File: config.mk
export PLATFORM = sky130hd
export DESIGN_NAME = countdown_sequencer
export DESIGN_NICKNAME = d
export VERILOG_FILES = /design/src/rtl/countdown_sequencer.sv
export SDC_FILE = /design/constraint.sdc
export NUM_CORES = 1
export LEC_CHECK = 0
export ABC_CLOCK_PERIOD_IN_PS = 12730
export BUFFER_PORTS_ARGS = -buffer_cell sky130_fd_sc_hd__buf_2
export CORE_MARGIN = 2
export CORE_UTILIZATION = 49
export DETAILED_ROUTE_END_ITERATION = 16
export PLACE_DENSITY = 0.67
export SETUP_SLACK_MARGIN = 0.5
export SLEW_MARGIN = 5
export SYNTH_ARGS = -nofsm -noshare
export SYNTH_HDL_FRONTEND = slang
export SYNTH_SLANG_ARGS = --single-unit
File: constraint.sdc
create_clock -name clk -period 12.73 [get_ports clk]
set_input_delay 0.6365 -clock clk [delete_from_list [all_inputs] [get_ports clk]]
set_output_delay 0.6365 -clock clk [all_outputs]
set_load 0.05 [all_outputs]
File: src/rtl/countdown_sequencer.sv
// Countdown control FSM: keypad/tick edge detection, two-digit entry, run/pause/expiry sequencing.
// Optional build macro COUNTDOWN_BLINK_EN: display toggles on each tick while in DONE.
module countdown_sequencer #(
    parameter int WIDTH   = 7,
    parameter int MAX_VAL = 99
) (
    input  logic             clk,
    input  logic             rst,
    input  logic             keydown_start,
    input  logic             keydown_confirm,
    input  logic             keydown_clear,
    input  logic             keydown_num,
    input  logic [3:0]       num,
    input  logic             tick,
    output logic             display,
    output logic [WIDTH-1:0] input_val,
    output logic [WIDTH-1:0] remaining,
    output logic [2:0]       state,
    output logic             done
);

    // state    | meaning
    // ST_OFF   | powered up, waiting for start; display dark
    // ST_ENTRY | collecting up to two decimal digits into input_val
    // ST_RUN   | remaining decrements on each tick rising edge
    // ST_PAUSE | ticks ignored, remaining held
    // ST_DONE  | count expired; confirm repeats, clear re-enters
    typedef enum logic [2:0] {
        ST_OFF   = 3'd0,
        ST_ENTRY = 3'd1,
        ST_RUN   = 3'd2,
        ST_PAUSE = 3'd3,
        ST_DONE  = 3'd4
    } state_t;

    typedef enum logic [2:0] {
        EV_NONE,
        EV_START,
        EV_CLEAR,
        EV_CONFIRM,
        EV_NUM,
        EV_TICK
    } event_t;

    state_t           state_q, state_d;
    logic [WIDTH-1:0] input_val_q, input_val_d;
    logic [WIDTH-1:0] remaining_q, remaining_d;
    logic             display_q, display_d;

    logic start_prev_q, confirm_prev_q, clear_prev_q, num_prev_q, tick_prev_q;

    event_t      ev;
    logic [31:0] cand;
    logic        cand_ok;

    // Previous samples reset high so levels held through reset need a low first.
    always_ff @(posedge clk) begin
        if (rst) begin
            start_prev_q   <= 1'b1;
            confirm_prev_q <= 1'b1;
            clear_prev_q   <= 1'b1;
            num_prev_q     <= 1'b1;
            tick_prev_q    <= 1'b1;
        end else begin
            start_prev_q   <= keydown_start;
            confirm_prev_q <= keydown_confirm;
            clear_prev_q   <= keydown_clear;
            num_prev_q     <= keydown_num;
            tick_prev_q    <= tick;
        end
    end

    always_comb begin
        ev = EV_NONE;
        if (keydown_start && !start_prev_q) begin
            ev = EV_START;
        end else if (keydown_clear && !clear_prev_q) begin
            ev = EV_CLEAR;
        end else if (keydown_confirm && !confirm_prev_q) begin
            ev = EV_CONFIRM;
        end else if (keydown_num && !num_prev_q) begin
            ev = EV_NUM;
        end else if (tick && !tick_prev_q) begin
            ev = EV_TICK;
        end
    end

    // Shift the ones digit up into the tens place and append the new digit.
    always_comb begin
        cand    = ((32'(input_val_q) % 32'd10) * 32'd10) + 32'(num);
        cand_ok = (num <= 4'd9) && (cand <= 32'(MAX_VAL));
    end

    always_comb begin
        state_d     = state_q;
        input_val_d = input_val_q;
        remaining_d = remaining_q;

        if (ev == EV_START) begin
            state_d     = ST_ENTRY;
            input_val_d = '0;
            remaining_d = '0;
        end else begin
            case (state_q)
                ST_OFF: begin
                    state_d = ST_OFF;
                end
                ST_ENTRY: begin
                    case (ev)
                        EV_NUM: begin
                            if (cand_ok) begin
                                input_val_d = WIDTH'(cand);
                            end
                        end
                        EV_CLEAR: begin
                            input_val_d = '0;
                        end
                        EV_CONFIRM: begin
                            if (input_val_q != '0) begin
                                remaining_d = input_val_q;
                                state_d     = ST_RUN;
                            end
                        end
                        default: ;
                    endcase
                end
                ST_RUN: begin
                    case (ev)
                        EV_TICK: begin
                            remaining_d = remaining_q - WIDTH'(1);
                            if (remaining_q == WIDTH'(1)) begin
                                state_d = ST_DONE;
                            end
                        end
                        EV_CONFIRM: begin
                            state_d = ST_PAUSE;
                        end
                        EV_CLEAR: begin
                            state_d     = ST_ENTRY;
                            input_val_d = '0;
                            remaining_d = '0;
                        end
                        default: ;
                    endcase
                end
                ST_PAUSE: begin
                    case (ev)
                        EV_CONFIRM: begin
                            state_d = ST_RUN;
                        end
                        EV_CLEAR: begin
                            state_d     = ST_ENTRY;
                            input_val_d = '0;
                            remaining_d = '0;
                        end
                        default: ;
                    endcase
                end
                ST_DONE: begin
                    remaining_d = '0;
                    case (ev)
                        EV_CLEAR: begin
                            state_d     = ST_ENTRY;
                            input_val_d = '0;
                        end
                        EV_CONFIRM: begin
                            state_d     = ST_RUN;
                            remaining_d = input_val_q;
                        end
                        default: ;
                    endcase
                end
                default: begin
                    state_d     = ST_OFF;
                    input_val_d = '0;
                    remaining_d = '0;
                end
            endcase
        end
    end

    always_comb begin
        display_d = (state_d != ST_OFF);
`ifdef COUNTDOWN_BLINK_EN
        // Arrival in DONE shows lit; only ticks while already in DONE toggle.
        if (state_q == ST_DONE && state_d == ST_DONE) begin
            display_d = (ev == EV_TICK) ? ~display_q : display_q;
        end
`endif
    end

    always_ff @(posedge clk) begin
        if (rst) begin
            state_q     <= ST_OFF;
            input_val_q <= '0;
            remaining_q <= '0;
            display_q   <= 1'b0;
        end else begin
            state_q     <= state_d;
            input_val_q <= input_val_d;
            remaining_q <= remaining_d;
            display_q   <= display_d;
        end
    end

    assign state     = state_q;
    assign done      = (state_q == ST_DONE);
    assign input_val = input_val_q;
    assign remaining = remaining_q;
    assign display   = display_q;

endmodule

==> out/metrics.yaml, run 1 <==
floorplan:
  die_w_um: 103
  start_util: 0.498
  io_pins: 30
  die_area_um2: 10600
  die_y_um: 103
  rows: 36
  core_um2: 9640
logic_synthesis:
  synth-compound-area-share: 0.338
  synth-seq-area-share: 0.0960
  synthDistinctLibCells: 94
  synth-seq-cells: 23
  avgSynthCellArea_um2: 7.68
  syn-instance-count: 625
  synth_warnings: 0
  muxShareOfSynthArea: 0.0256
  synth-simple-area-share: 0.260
  async_flop_share: 0
  yosysTopAreaCell: "ha_1"
  synth_area_leaders: "ha_1 16%, dfxtp_1 9.6%, a21oi_1 4.7%, nand2_1 4.4%, nor2_1 4.1%"
  synth_ff_type: "dfxtp_1"
  synth_edf_count: 0
  synth_top_family_by_area: "compound AO/OA/AOI/OAI gates"
  yosys.area.top_type_share: 0.159
  synthAdderAreaFrac: 0.178
  netlist_area_um2: 4800
  synth-xor-area-share: 0.0657
drt:
  drc_errors: 0
  vias: 4791
  first_pass_iters: 5
  dr.first_iter.drc_count: 269
  routed_wl_um: 11500
  via_per_inst: 6.02
  postRouteAntennaNets: 0
  wl_per_cell_um: 14.5
layout:
  antenna_cells: 0
  nFillCells: 988
  final_cells: 796
  layout-drive-gt1-share: 0.112
  nets: 738
  area_growth_syn_to_layout_pct: 7.93
critical_path:
  cp.required_ns: 12.87
  rrSetupSlack_ns: 4.69
  critPathKind: "reg -> reg"
  endpoint_kind: "flip-flop"
  critPathMaxFanout: 13
  slowest_stage: "nor4_1"
  cp.arrival_ns: 8.18
  path_buf_inv: 3
  start_kind: "flip-flop"
  critPathMaxStageDelay_ns: 0.64
  crit_family: "simple AND/OR/NAND/NOR gates"
global_routing:
  antenna_found_initial: 0
  globalRoute.totalOverflow: 0
  grt_max_degree: 16
  grt_usage: 0.218
  grt_pass1_vias: 4184
  grt_pass1_wl_um: 19400
clock_network:
  cts-root-buf: "clkbuf_8"
  cts_tree: "done"
  clock_latency_ns: 0.27
  cts.path.max_buffers: 2
  clk_pin_slew_ns: 0.09
  hold_buffers: 0
  cts.repair.resized: 0
  cts_sinks: 23
  cts_buffers: 3
  post-cts-setup-buffer-count: 0
  htree_levels: 1
timing:
  max-slew-margin-rel: 0.368
  fin_crit_ns: 8.04
  rsz0062_at_grt: "no"
  hold_viol_final: 0
  fmax_mhz: 124
  setup_viol: 0
  fin_crit_sh: 0.632
  fin_setup_tns_ns: 0
  finalMaxSlewViolations: 0
  worstMarginPinSlew_ns: 0.939
  finClkSkew_ns: 0.00932
placement:
  hpwl_um: 9310
  place_congestion: 0.897
  port-buffer-count: 29
  placedCellCount: 792
power_and_ir_drop:
  p_leak_nw: 2.49
  pwr_density_cell_nw_per_um2: 40.6
  irDropWorstVdd_mv: 0.0502
hold_path:
  hold_path.class: "reg -> reg"
run_status:
  status: "complete, no violations"
run:
  max_cap_violations: 0
-- where the power goes --
group | total, mW | switching (mW) | internal (mW)
combinational | 0.0891 | 0.0522 | 0.0369
sequential | 0.0739 | 0.000807 | 0.0731
clock | 0.0472 | 0.0250 | 0.0222
total | 0.210 | 0.0780 | 0.132
-- registers in the layout, indices dropped and copies added (netlist names) --
name and count:
clear_prev_q 1, confirm_prev_q 1, display 1, input_val 7, num_prev_q 1, remaining 7, start_prev_q 1, state 3
tick_prev_q 1
-- final timing paths --
path	from	end	depth (start not counted)
max	input_val[5]	input_val[3]	29
min	remaining[6]	remaining[6]	2
max reg2reg	input_val[5]	input_val[3]	29
min reg2reg	remaining[6]	remaining[6]	2
-- cells by family after synthesis --
kind of cell	after synthesis
AND/OR/NAND/NOR	232
AO/OA/AOI/OAI	209
adder cells (fa/ha/maj)	68
buffers and inverters	44
XOR/XNOR	36
flip-flops	23
multiplexers	12
other	1
-- worst reg2reg max path, delay by kind of cell, from the launching register on --
kind	cells	cell delay (ns)
adders and majority gates	5	1.33
xor gates and xnor gates	2	0.38
and+or+nand+nor	9	2.85
AOI/OAI and AO/OA	7	1.89
buffers and inverters	3	0.32
DFF	1	0.44
muxes	3	0.71
-- stage by stage --
stage	setup slack, ns	total power [mW]	hold slack, ns	util	instance area (µm²)
floorplan	5.65	0.147	0.551	-	4890
global route	4.04	0.227	0.515	0.537	5180
finish	4.69	0.210	0.494	0.537	5180
CTS	4.78	0.202	0.494	0.537	5180
global placement	5.21	0.154	0.483	0.532	5130
detailed placement	4.83	0.154	0.481	0.532	5130
-- final cells by class --
class	instances	area, µm²	share of cell area
repair buffers	30	153	0.0295
flip-flops and latches	23	460	0.0889
clock buffers	3	41.3	0.00797
well taps	133	166	0.0321
multi-input cells	583	4260	0.823
clock inverters	1	7.51	0.00145
inverters	23	86.3	0.0167
-- cell usage after synthesis (4+ instances only) --
master	n
o31ai_1	5
a31oi_1	8
a22oi_1	4
o21a_1	11
dfxtp_1	23
o311ai_0	4
inv_1	22
nor4_1	6
maj3_1	4
a21oi_1	45
o22ai_1	4
a211o_1	8
nor2_1	52
nor3_1	17
nand2_1	56
xnor2_1	22
o211ai_1	6
nand2b_1	12
nor3b_1	7
and3_1	5
nand3_1	14
clkbuf_1	19
nor2b_1	12
and2_1	4
or3_1	7
or2_2	5
ha_1	61
o21ai_0	32
xor2_1	14
nand4_1	10
a211oi_1	13
a21o_1	16
mux2i_1	10
-- per-layer routing --
layer  up-vias  share of wire  track usage
li1       2447              -            -
met1      2258           0.51        0.326
met2        80           0.46        0.354
met3         6          0.031       0.0197
met4         0         0.0031       0.0152
met5         -              0            0
-- layout by cell type, fill, tap and decap left out, types with 10 or more instances in the layout --
master    count
nor2b_1      12
o21a_1       11
nand4_1      10
nor3_1       17
a21oi_1      45
a21o_1       16
nand3_1      14
a211oi_1     13
inv_1        22
dfxtp_1      23
xor2_1       14
nand2_1      56
nor2_1       52
buf_2        29
nand2b_1     12
o21ai_0      32
ha_1         61
mux2i_1      10
conb_1       26
xnor2_1      22
(Power assumes the default switching activity.)
==> run 2: changes to the inputs <==
--- a/config.mk
+++ b/config.mk
@@ -5,12 +5,12 @@
 export SDC_FILE = /design/constraint.sdc
 export NUM_CORES = 1
 export LEC_CHECK = 0
-export ABC_CLOCK_PERIOD_IN_PS = 12730
+export ABC_CLOCK_PERIOD_IN_PS = 7130
 export BUFFER_PORTS_ARGS = -buffer_cell sky130_fd_sc_hd__buf_2
 export CORE_MARGIN = 2
 export CORE_UTILIZATION = 49
 export DETAILED_ROUTE_END_ITERATION = 16
-export PLACE_DENSITY = 0.67
+export PLACE_DENSITY = 0.69
 export SETUP_SLACK_MARGIN = 0.5
 export SLEW_MARGIN = 5
 export SYNTH_ARGS = -nofsm -noshare
==> constraint.sdc (replaced) <==
create_clock -name clk -period 7.13 [get_ports clk]
set_input_delay 0.3565 -clock clk [delete_from_list [all_inputs] [get_ports clk]]
set_output_delay 0.3565 -clock clk [all_outputs]
set_load 0.05 [all_outputs]
==> run 2 against run 1 <==
Effect of this change: final cell count is 5.7% higher; worst hold slack lost 0.21 ns; sequential power is 77% higher; die area did not move; utilization increased by 7.2 points; first-iteration DRC count fell by 19%; flip-flop and latch count stayed put; non-clock buffer count up 45; sequential share of layout area decreased by 0.86 points; clock power is 78% higher; register-to-register slack lost 4.1 ns; clock skew shrank 0.0050 ns; critical path type unchanged; critical endpoint is now input_val[5].
==> out/metrics.yaml, run 2 (same netlist as run 1, synthesis figures left out) <==
drt:
  vias: 4943  # +3.2%
  first_pass_iters: 5  # unchanged
  via_per_inst: 5.88  # -2.3%
  postRouteAntennaNets: 0  # unchanged
  drc_errors: 0  # unchanged
  dr.first_iter.drc_count: 217  # -19%
  wl_per_cell_um: 15.1  # +4.2%
  routed_wl_um: 12700  # +10%
run:
  max_cap_violations: 0  # unchanged
floorplan:
  io_pins: 30  # unchanged
  start_util: 0.498  # unchanged
  rows: 36  # unchanged
  die_w_um: 103  # unchanged
  die_y_um: 103  # unchanged
  core_um2: 9640  # unchanged
  die_area_um2: 10600  # unchanged
power_and_ir_drop:
  clock_power_share: 0.223  # about the same
  p_sw_mw: 0.141  # +81%
  p_int_mw: 0.237  # +79%
  switching_share: 0.374  # +0.00272
  pwr_density_cell_nw_per_um2: 64.3  # +59%
  comb_power_share: 0.432  # +0.008
  p_leak_nw: 2.77  # +11%
  power_frac_seq: 0.346  # -0.006
  irDropWorstVdd_mv: 0.129  # +160%
  power_mw: 0.378  # +80%
layout:
  layout-drive-gt1-share: 0.242  # +0.130
  antenna_cells: 0  # unchanged
  layout_commonest_cell: "nand2_1"
  nFillCells: 935  # -5.4%
  area_growth_syn_to_layout_pct: 22.5
  nets: 783  # +6.1%
  post-route-util: 0.610  # +0.0723
  final_cell_mix: "56 x nand2_1, 54 x ha_1, 48 x nor2_1"
critical_path:
  cp.required_ns: 7.27  # -5.60 ns
  critPathMaxFanout: 7  # -6
  critPathMaxStageDelay_ns: 0.40  # -0.24 ns
  start_kind: "flip-flop"
  critPathKind: "reg -> reg"
  slowest_stage: "o211ai_1"
  cp.arrival_ns: 6.73  # -1.45 ns
  endpoint_kind: "flip-flop"
hold_path:
  hold_path.class: "in -> reg"
timing:
  setup_ws_ns: 0.544  # -4.14 ns
  finClkSkew_ns: 0.00436  # -0.00497 ns
  rsz0062_at_grt: "yes"
  fin_crit_ns: 6.59  # -1.46 ns
  fmax_mhz: 152  # +22%
  worstMarginPinSlew_ns: 0.913  # -0.0263 ns
  fin_crit_sh: 0.924  # +0.292
  setup_viol: 0  # unchanged
  hold_viol_final: 0  # unchanged
  max-slew-margin-rel: 0.386  # +0.0177
  finalMaxSlewViolations: 0  # unchanged
global_routing:
  grt_max_degree: 16  # unchanged
  grt_usage: 0.228  # +0.0101
  antenna_found_initial: 0  # unchanged
  globalRoute.totalOverflow: 0  # unchanged
  grt_pass1_wl_um: 20300  # +4.7%
  grt_pass1_vias: 4515  # +7.9%
clock_network:
  cts.path.max_buffers: 2  # unchanged
  clk_pin_slew_ns: 0.09  # about the same
  clock_latency_ns: 0.27  # about the same
  cts_tree: "done"
  cts-root-buf: "clkbuf_8"
  cts_buffers: 3  # unchanged
  cts_sinks: 23  # unchanged
  hold_buffers: 0  # unchanged
  htree_levels: 1  # unchanged
run_status:
  status: "complete, no violations"
placement:
  place_congestion: 0.927  # +3.4%
  port-buffer-count: 29  # unchanged
  pre_cts_ws_ns: -0.193  # -5.02 ns
  hpwl_um: 9520  # +2.2%
==> run 2: cell count changes in the layout (fill, tap and decap cells not counted), sizes merged <==
cell / delta
buf: +45
clkinvlp: -1
inv: +1
==> run 2: routing by layer <==
metal,part of all wire,global-route usage
met5,0,0
met4,0.0085,0.0192
met3,0.028,0.0183
met2,0.49,0.414
met1,0.47,0.305
==> run 2: layout make-up <==
| class | instances | area (µm²) | share of cell area |
|---|---|---|---|
| clock buffer | 3 | 41.3 | 0.00703 |
| multi-input combinational | 583 | 4590 | 0.782 |
| sequential | 23 | 472 | 0.0803 |
| clock inverter | 1 | 6.26 | 0.00106 |
| timing repair buffer | 75 | 507 | 0.0862 |
| inverter | 23 | 88.8 | 0.0151 |
| tap | 133 | 166 | 0.0283 |
==> run 2: final timing paths <==
path | from | endpoint | slack (ns) | cells past startpoint
setup / recovery | input_val[5] | input_val[5] | 0.54 | 29
hold / removal | keydown_num | num_prev_q | 0.28 | 2
setup reg to reg | input_val[5] | input_val[5] | 0.54 | 29
hold reg to reg | remaining[5] | remaining[5] | 0.50 | 2
==> run 2: power groups by stage <==
| stage | Clock [mW] | Combinational, mW | Sequential (mW) |
|---|---|---|---|
| after global placement | 0 | 0.140 | 0.134 |
| after detailed placement | 0 | 0.142 | 0.134 |
| after floorplan | 0 | 0.127 | 0.135 |
| after global routing | 0.0924 | 0.182 | 0.131 |
| final | 0.0841 | 0.163 | 0.131 |
| after CTS | 0.0864 | 0.143 | 0.131 |
==> run 2: what timing repair did <==
action	4_1_cts	5_1_grt
gates resized for setup	21	37
pin swaps	12	31
buffers inserted	18	16
endpoints found under the setup margin	7	7
==> run 2: worst max-delay path: cells and delay by family (launching register included) <==
kind / cells / cell delay, ns
AOI/OAI and AO/OA: 9 / 2.27
buffers and inverters: 3 / 0.17
and+or+nand+nor: 8 / 1.52
xor gates and xnor gates: 1 / 0.26
muxes: 3 / 0.61
adders and majority gates: 5 / 1.25
DFF: 1 / 0.36
==> run 2: per-stage QoR <==
step           hold WS, ns  cell area (µm²)  std cells  setup TNS (ns)
2_1_floorplan        0.434             4980        650               0
3_3_place_gp         0.488             5290        803               0
3_5_place_dp         0.494             5290        803           -1.29
4_1_cts              0.280             5570        825               0
5_1_grt              0.272             5880        841               0
6_report             0.284             5880        841               0
==> run 3: changes to the inputs <==
--- a/config.mk
+++ b/config.mk
@@ -9,6 +9,7 @@
 export BUFFER_PORTS_ARGS = -buffer_cell sky130_fd_sc_hd__buf_2
 export CORE_MARGIN = 2
 export CORE_UTILIZATION = 49
+export CTS_BUF_LIST = sky130_fd_sc_hd__clkbuf_16
 export DETAILED_ROUTE_END_ITERATION = 16
 export PLACE_DENSITY = 0.69
 export SETUP_SLACK_MARGIN = 0.5
==> run 3 against run 2 <==
Effect of this change: utilization is 1.1 points higher; non-clock buffer count increased by 4; die area stayed put; routed wire length up 1.6%; critical path type unchanged; highest routed layer unchanged.
==> out/metrics.yaml, run 3 (same netlist as run 1, synthesis figures left out) <==
global_routing:
  globalRoute.totalOverflow: 0  # unchanged
  antenna_found_initial: 0  # unchanged
  grt_usage: 0.228  # +0.000420
  grt_pass1_wl_um: 20300  # unchanged
  grt_max_degree: 16  # unchanged
  grt_pass1_vias: 4502  # -0.29%
clock_network:
  hold_buffers: 0  # unchanged
  clock_latency_ns: 0.26  # about the same
  cts.path.max_buffers: 2  # unchanged
  cts_buffers: 3  # unchanged
  cts_sinks: 23  # unchanged
  clk_pin_slew_ns: 0.06  # -0.03 ns
  cts-root-buf: "clkbuf_16"
  cts_tree: "done"
  htree_levels: 1  # unchanged
critical_path:
  critPathMaxFanout: 7  # unchanged
  startpoint: "input_val[4]"
  crit_family: "compound AO/OA/AOI/OAI gates"
  endpoint_kind: "flip-flop"
  start_kind: "flip-flop"
  path_common_cell: "buf_4"
  cp.arrival_ns: 6.70  # -0.03 ns
  cp.required_ns: 7.26  # about the same
  r2r-start: "input_val[4]"
  critPathMaxStageDelay_ns: 0.40  # about the same
  critPathKind: "reg -> reg"
  r2r-end: "input_val[2]"
  path_buf_inv: 6  # +3
  endpoint: "input_val[2]"
  slowest_stage: "a2111oi_4"
  rrSetupSlack_ns: 0.55  # about the same
  worst-path-stages: 31  # +6.9%
  rr_worst_depth: 31  # +6.9%
drt:
  wl_per_cell_um: 15.2  # +1.1%
  dr.first_iter.drc_count: 258  # +19%
  drc_errors: 0  # unchanged
  first_pass_iters: 4  # -1
  via_per_inst: 5.93  # +0.88%
  postRouteAntennaNets: 0  # unchanged
  routed_wl_um: 12900  # +1.6%
  vias: 5010  # +1.4%
timing:
  fin_crit_ns: 6.58  # -0.0109 ns
  finalMaxSlewViolations: 0  # unchanged
  hold_viol_final: 0  # unchanged
  max-slew-margin-rel: 0.374  # -0.0124
  rsz0062_at_grt: "yes"
  worstMarginPinSlew_ns: 0.931  # +0.0184 ns
  fin_crit_sh: 0.922  # -0.00153
  finClkSkew_ns: 0.00245  # -0.00191 ns
  fmax_mhz: 152  # +0.17%
  setup_viol: 0  # unchanged
layout:
  antenna_cells: 0  # unchanged
  post-route-util: 0.621  # +0.0110
  layout_commonest_cell: "nand2_1"
  layout-drive-gt1-share: 0.254  # +0.0127
  final_area_um2: 5980  # +1.8%
  area_growth_syn_to_layout_pct: 24.7
  nets: 787  # +0.51%
  final_cells: 845  # +0.48%
  final_cell_mix: "56 x nand2_1, 54 x ha_1, 48 x nor2_1"
run:
  max_cap_violations: 0  # unchanged
floorplan:
  rows: 36  # unchanged
  start_util: 0.498  # unchanged
  die_w_um: 103  # unchanged
  die_y_um: 103  # unchanged
  io_pins: 30  # unchanged
  die_area_um2: 10600  # unchanged
  core_um2: 9640  # unchanged
placement:
  hpwl_um: 9520  # unchanged
  place_congestion: 0.927  # unchanged
  placed_area_um2: 5290  # unchanged
  placedCellCount: 803  # unchanged
  port-buffer-count: 29  # unchanged
power_and_ir_drop:
  irDropWorstVdd_mv: 0.163  # +27%
  p_leak_nw: 2.82  # +1.8%
  pwr_density_cell_nw_per_um2: 69.9  # +8.6%
run_status:
  status: "complete, no violations"
hold_path:
  hold_path_startpoint: "keydown_num"
  hold_path.class: "in -> reg"
-- run 3: worst reg2reg max path, delay by kind of cell, from the launching register on --
family | cells | cell delay (ns)
AOI/OAI and AO/OA | 9 | 2.12
adders and majority gates | 5 | 1.40
and+or+nand+nor | 7 | 1.22
muxes | 3 | 0.62
buffers and inverters | 6 | 0.61
DFF | 1 | 0.35
xor gates and xnor gates | 1 | 0.13
-- run 3: routing by layer --
metal | share of wire | global-route usage | vias up
li1 | - | - | 2537
met1 | 0.46 | 0.306 | 2357
met2 | 0.50 | 0.415 | 104
met3 | 0.028 | 0.0183 | 12
met4 | 0.0086 | 0.0192 | 0
met5 | 0 | 0 | -
-- run 3: final cells by class --
type                       count  area, µm²
inverter                      23       88.8
timing repair buffer          79        541
multi-input combinational    583       4630
fill                         914       3660
clock buffer                   3       75.1
tap                          133        166
clock inverter                 1       6.26
sequential                    23        472
-- run 3: worst min-delay path by stage --
stage,to,cells past startpoint
after floorplan,state[0],1
after global placement,remaining[5],2
after detailed placement,remaining[5],2
after CTS,start_prev_q,2
after global routing,start_prev_q,2
final,num_prev_q,2
-- run 3: metrics by stage --
stage / hold WS (ns) / setup TNS (ns) / setup WS [ns] / total power, mW
final: 0.301 / 0 / 0.555 / 0.418
after global routing: 0.294 / 0 / 0.293 / 0.446
after CTS: 0.300 / 0 / 0.451 / 0.399
after detailed placement: 0.494 / -1.29 / -0.193 / 0.276
after global placement: 0.488 / 0 / 0.252 / 0.274
after floorplan: 0.434 / 0 / 0.508 / 0.263
-- run 3: power breakdown --
| group | internal, mW | switching, mW | leakage [nW] | total [mW] |
|---|---|---|---|---|
| clock network | 0.0762 | 0.0476 | 0.0414 | 0.124 |
| registers | 0.129 | 0.00145 | 0.189 | 0.131 |
| logic | 0.0677 | 0.0957 | 2.59 | 0.163 |
| total | 0.273 | 0.145 | 2.82 | 0.418 |
-- run 3: repair_timing --
action,CTS,global route
setup buffers,17,20
cloned,0,1
setup endpoints to repair,7,7
pin swaps,18,34
gates resized for setup,21,46
